<file path="src/rtl/tlul_pkg.sv">
// TileLink-UL bus types shared by the crossbar and its host adapters.
// Provides the A/D opcode enumerations, the host-to-device and
// device-to-host channel structs, and the shared outstanding-request depth.
package tlul_pkg;

  localparam int unsigned TL_AW  = 32;  // address width
  localparam int unsigned TL_DW  = 32;  // data width
  localparam int unsigned TL_DBW = TL_DW / 8;
  localparam int unsigned TL_SZW = 2;   // size field width
  localparam int unsigned TL_AIW = 8;   // source id width
  localparam int unsigned TL_DIW = 1;   // sink id width
  localparam int unsigned TL_AUW = 16;  // A-channel user width
  localparam int unsigned TL_DUW = 16;  // D-channel user width

  // Outstanding depth agreed between the crossbar and every host adapter.
  localparam int unsigned TL_BRQ_MAX_REQS = 2;

  localparam logic [TL_AUW-1:0] TL_A_USER_DEFAULT = '0;

  typedef enum logic [2:0] {
    PutFullData    = 3'h0,
    PutPartialData = 3'h1,
    Get            = 3'h4
  } tl_a_op_e;

  typedef enum logic [2:0] {
    AccessAck     = 3'h0,
    AccessAckData = 3'h1
  } tl_d_op_e;

  typedef struct packed {
    logic                a_valid;
    tl_a_op_e            a_opcode;
    logic [2:0]          a_param;
    logic [TL_SZW-1:0]   a_size;
    logic [TL_AIW-1:0]   a_source;
    logic [TL_AW-1:0]    a_address;
    logic [TL_DBW-1:0]   a_mask;
    logic [TL_DW-1:0]    a_data;
    logic [TL_AUW-1:0]   a_user;
    logic                d_ready;
  } tl_h2d_t;

  typedef struct packed {
    logic                d_valid;
    tl_d_op_e            d_opcode;
    logic [2:0]          d_param;
    logic [TL_SZW-1:0]   d_size;
    logic [TL_AIW-1:0]   d_source;
    logic [TL_DIW-1:0]   d_sink;
    logic [TL_DW-1:0]    d_data;
    logic [TL_DUW-1:0]   d_user;
    logic                d_error;
    logic                a_ready;
  } tl_d2h_t;

endpackage

</file>
<file path="src/rtl/tlul_brq_host_adapter.sv">
// Bridges the core's req/gnt/rvalid load-store port onto a TL-UL host port.
// Builds the A-channel beat combinationally from the core request, tracks up
// to MAX_REQS outstanding transactions and returns registered, in-order
// responses.
//
// Ports:
//   clk_i, rst_ni           clock, async active-low reset
//   req_i/gnt_o             core request handshake (gnt_o is combinational)
//   addr_i/we_i/be_i/wdata_i core request payload
//   valid_o/rdata_o/err_o   registered one-cycle response
//   tl_o / tl_i             TL-UL host-to-device / device-to-host channels
//
// Optional feature: define BRQ_ADAPTER_SRC_CHECK_EN to compare each returned
// d_source against the expected in-order source id and flag mismatches as
// errors.
module tlul_brq_host_adapter
  import tlul_pkg::*;
#(
  parameter int unsigned MAX_REQS = TL_BRQ_MAX_REQS
) (
  input  logic        clk_i,
  input  logic        rst_ni,
  input  logic        req_i,
  output logic        gnt_o,
  input  logic [31:0] addr_i,
  input  logic        we_i,
  input  logic [3:0]  be_i,
  input  logic [31:0] wdata_i,
  output logic        valid_o,
  output logic [31:0] rdata_o,
  output logic        err_o,
  output tl_h2d_t     tl_o,
  input  tl_d2h_t     tl_i
);

  localparam int unsigned CntW = $clog2(MAX_REQS) + 1;
  localparam int unsigned SrcW = (MAX_REQS > 1) ? $clog2(MAX_REQS) : 1;

  logic [CntW-1:0] outst_q, outst_d;
  logic [SrcW-1:0] wr_src_q, wr_src_d;
  logic            valid_q;
  logic [31:0]     rdata_q;
  logic            err_q;

  logic a_valid, a_fire, d_fire, src_err;

  // Requests are masked during reset so nothing is granted into a cleared pipe.
  assign a_valid = rst_ni && req_i && (outst_q < CntW'(MAX_REQS));
  assign a_fire  = a_valid && tl_i.a_ready;
  assign d_fire  = tl_i.d_valid && (outst_q != '0);
  assign gnt_o   = a_fire;

  // A-channel beat and constant d_ready.
  always_comb begin
    tl_o           = '0;
    tl_o.a_valid   = a_valid;
    tl_o.a_opcode  = !we_i ? Get : ((be_i == 4'hF) ? PutFullData : PutPartialData);
    tl_o.a_param   = 3'd0;
    tl_o.a_size    = TL_SZW'(2);
    tl_o.a_source  = TL_AIW'(wr_src_q);
    tl_o.a_address = {addr_i[31:2], 2'b00};
    tl_o.a_mask    = we_i ? be_i : 4'hF;
    tl_o.a_data    = we_i ? wdata_i : 32'h0;
    tl_o.a_user    = TL_A_USER_DEFAULT;
    tl_o.d_ready   = 1'b1;
  end

  // Outstanding counter and write-side source id.
  always_comb begin
    outst_d  = outst_q;
    wr_src_d = wr_src_q;
    unique case ({a_fire, d_fire})
      2'b10:   outst_d = outst_q + CntW'(1);
      2'b01:   outst_d = outst_q - CntW'(1);
      default: outst_d = outst_q;
    endcase
    if (a_fire) begin
      wr_src_d = (wr_src_q == SrcW'(MAX_REQS - 1)) ? '0 : wr_src_q + SrcW'(1);
    end
  end

  always_ff @(posedge clk_i or negedge rst_ni) begin
    if (!rst_ni) begin
      outst_q  <= '0;
      wr_src_q <= '0;
    end else begin
      outst_q  <= outst_d;
      wr_src_q <= wr_src_d;
    end
  end

`ifdef BRQ_ADAPTER_SRC_CHECK_EN
  // Read-side expected source id; responses come back in issue order.
  logic [SrcW-1:0] rd_src_q, rd_src_d;

  always_comb begin
    rd_src_d = rd_src_q;
    if (d_fire) begin
      rd_src_d = (rd_src_q == SrcW'(MAX_REQS - 1)) ? '0 : rd_src_q + SrcW'(1);
    end
  end

  always_ff @(posedge clk_i or negedge rst_ni) begin
    if (!rst_ni) begin
      rd_src_q <= '0;
    end else begin
      rd_src_q <= rd_src_d;
    end
  end

  assign src_err = (tl_i.d_source != TL_AIW'(rd_src_q));

  logic unused_tl_i;
  assign unused_tl_i = ^{tl_i.d_opcode, tl_i.d_param, tl_i.d_size,
                         tl_i.d_sink, tl_i.d_user};
`else
  assign src_err = 1'b0;

  logic unused_tl_i;
  assign unused_tl_i = ^{tl_i.d_opcode, tl_i.d_param, tl_i.d_size,
                         tl_i.d_sink, tl_i.d_user, tl_i.d_source};
`endif

  // Response registers; data and error hold between pulses.
  always_ff @(posedge clk_i or negedge rst_ni) begin
    if (!rst_ni) begin
      valid_q <= 1'b0;
      rdata_q <= '0;
      err_q   <= 1'b0;
    end else begin
      valid_q <= d_fire;
      if (d_fire) begin
        rdata_q <= tl_i.d_data;
        err_q   <= tl_i.d_error | src_err;
      end
    end
  end

  assign valid_o = valid_q;
  assign rdata_o = rdata_q;
  assign err_o   = err_q;

endmodule

</file>
<file path="config.mk">
export PLATFORM = sky130hd
export DESIGN_NAME = tlul_brq_host_adapter
export DESIGN_NICKNAME = d
export VERILOG_FILES = /design/src/rtl/tlul_pkg.sv /design/src/rtl/tlul_brq_host_adapter.sv
export SDC_FILE = /design/constraint.sdc
export NUM_CORES = 1
export LEC_CHECK = 0
export ABC_AREA = 0
export ABC_CLOCK_PERIOD_IN_PS = 1720
export BUFFER_PORTS_ARGS = -buffer_cell sky130_fd_sc_hd__buf_2
export CAP_MARGIN = 20
export CORE_AREA = 2 2 108 110
export DETAILED_ROUTE_END_ITERATION = 6
export DIE_AREA = 0 0 110 112
export PLACE_DENSITY_LB_ADDON = 0.25
export SYNTH_ARGS = -nofsm -noshare
export SYNTH_HDL_FRONTEND = slang
export SYNTH_SLANG_ARGS = --single-unit
</file>
<file path="constraint.sdc">
create_clock -name clk_i -period 1.72 [get_ports clk_i]
set_input_delay 0.344 -clock clk_i [delete_from_list [all_inputs] [get_ports clk_i]]
set_output_delay 0.344 -clock clk_i [all_outputs]
set_load 0.01 [all_outputs]
</file>
==> impl_metrics.yaml <==
timing:
  finalCritPeriodShare: 0.919
  setup_ws_ns: 0.139
  setup_viol: 0
  clock_skew_ns: 0.00571
  finalHoldViolCount: 0
  whs_ns: 0.121
  max_freq_ghz: 0.633
  rsz0062_at_grt: "no"
  drv_slew: 0
  period_minus_slack_ns: 1.58
  tns_ns: 0
logic_synthesis:
  ys.flop_type: "dfrtp_1"
  synth.avg_cell_area_sq_um: 11.3
  synthCells: 191
  yosysSeqAreaShare: 0.428
  synth_cell_types: 18
  synthTopCellsByArea: "dfrtp_1, buf_4, mux2_2, and2_1, buf_6"
  synth_edf_count: 0
  synth_warnings: 0
  synth_area_sq_um: 2160
  synth.ff_latch_count: 37
  synth_top_area_cell: "dfrtp_1"
  synth_top_area_frac: 0.428
  async_reset_ff_frac: 1.00
worst_setup_path:
  path_cells: "and3b_1 -> nand2_2 -> inv_1 -> buf_2"
  cp.required_ns: 1.38
  r2r-start: "outst_q[1]"
  reg2reg_slack_ns: 0.23
  crit_path_start: "outst_q[1]"
  slowest_stage: "dfrtp_1"
  critPathKind: "flop to output pin"
  path_max_fanout: 3
  critPathMaxStageDelay_ns: 0.43
  cp-start-kind: "flop"
  r2r_end: "outst_q[1]"
  crit_path_end_kind: "output pin"
  worstRegToRegCells: 5
  worstPathArrival_ns: 1.24
clock_tree:
  clockBufferDepth: 2
  cts-root-buf: "clkbuf_16"
  clock_latency_ns: 0.29
  cts.hold.buffers_added: 0
  htree_levels: 2
  cts_num_sinks: 37
  numCtsBuffers: 5
  path_clk_slew_ns: 0.06
  cts_tree: "done"
route:
  drt_pass1_iterations: 3
  drt_iter0_drc: 29
  ant_nets: 0
  drc: 0
  vias: 1665
  totalWireLength_mm: 6.01
  viasPerCell: 3.67
  avgRoutedWirePerCell_um: 13.2
final_layout:
  mostFrequentLayoutCells: "buf_2, dfrtp_1, and2_1, conb_1, mux2_2"
  fin_area_sq_um: 2890
  nets: 451
  stdcell_count: 454
  syn2layout_area_growth_pct: 33.5
  mostFrequentLayoutCell: "buf_2"
  num_antenna_cells: 0
  drive_above_1_share: 0.627
  n_fill_cell: 1209
floorplan:
  io_pins: 277
  die_h_um: 112
  coreArea_sq_um: 11200
  die_w_um: 110
  dieArea_sq_um: 12300
  initial_utilization: 0.194
  rows: 39
global_routing:
  grt_pass1_vias: 1723
  track_usage: 0.0951
  grt_pass1_wl_mm: 8.82
  grt-ovfl-total: 0
  grt_max_degree: 38
  antenna_found_initial: 0
status:
  outcome: "finished, final reports clean"
place:
  numPortBuffers: 149
  dp.cells: 446
  gp_congestion: 0.745
  placed_cell_area_sq_um: 2710
  hpwl_mm: 5.02
  post-place-ws_ns: 0.220
power:
  max-vdd-ir-drop_uv: 582
  p_per_area_nw_per_um2: 1420
  p_leak_nw: 1.55
hold_path:
  hold_path_class: "input pin to asynchronous set/reset pin"
flow_run:
  max_cap_violations: 0
[sequential cells by signal, summed over array words and instances, names as in the netlist]
name and flops:
outst_q 2, valid_o 1, err_o 1, rdata_o 32
wr_src_q 1
[per-stage QoR]
stage          power, mW   util
6_report            4.10  0.259
5_1_grt             4.39  0.259
2_1_floorplan       2.53      -
4_1_cts             4.19  0.258
3_5_place_dp        3.03  0.243
3_3_place_gp        3.01  0.243
[worst max path at each step]
stage	to	slack, ns
final	gnt_o	0.14
after global routing	gnt_o	0.04
after CTS	gnt_o	0.1
after detailed placement	outst_q[1]	0.22
after global placement	outst_q[1]	0.24
after floorplan	outst_q[1]	0.21
[cell type report]
class	instances	area (sq um)	area share
sequential	37	926	0.320
timing repair buffer	152	781	0.270
clock inverter	2	37.5	0.0130
tap	143	179	0.0619
inverter	3	11.3	0.00390
clock buffer	6	139	0.0481
multi-input combinational	111	816	0.282
[power by group]
group | internal, mW | switching (mW)
logic | 0.798 | 0.703
clock network | 0.724 | 0.387
registers | 1.27 | 0.208
[per-layer routing]
metal,vias to the layer above,GRT usage,wire [um]
li1,747,-,-
met1,782,0.0990,2220
met2,121,0.160,2870
met3,15,0.0480,784
met4,0,0.0405,140
met5,-,0,0
[worst max-delay path: cells and delay by family (launching register included)]
family	cells	cell delay, ns
buffers and inverters	2	0.17
flip-flops	1	0.43
AND/OR/NAND/NOR	2	0.35
[cells by family after synthesis]
family,Yosys count,synth area share
xor+xnor,4,0.0162
buf+inv,73,0.248
mux,33,0.175
compound gates,2,0.0116
flops,37,0.428
other cells,2,0.00347
simple gates,39,0.112
fa+ha+maj,1,0.00578
[synth_stat cells, types with 2 or more instances]
cell / instances
nand2b_1: 4
mux2_4: 2
and2_1: 32
xnor2_1: 3
clkbuf_1: 3
inv_1: 3
buf_6: 3
buf_4: 64
dfrtp_1: 37
conb_1: 2
mux2_2: 31
[timing repair]
action	in CTS	in global routing
resized for setup	0	1
setup buffers	0	0
setup endpoints to repair	0	1
Power figures use the tool's default switching activity.
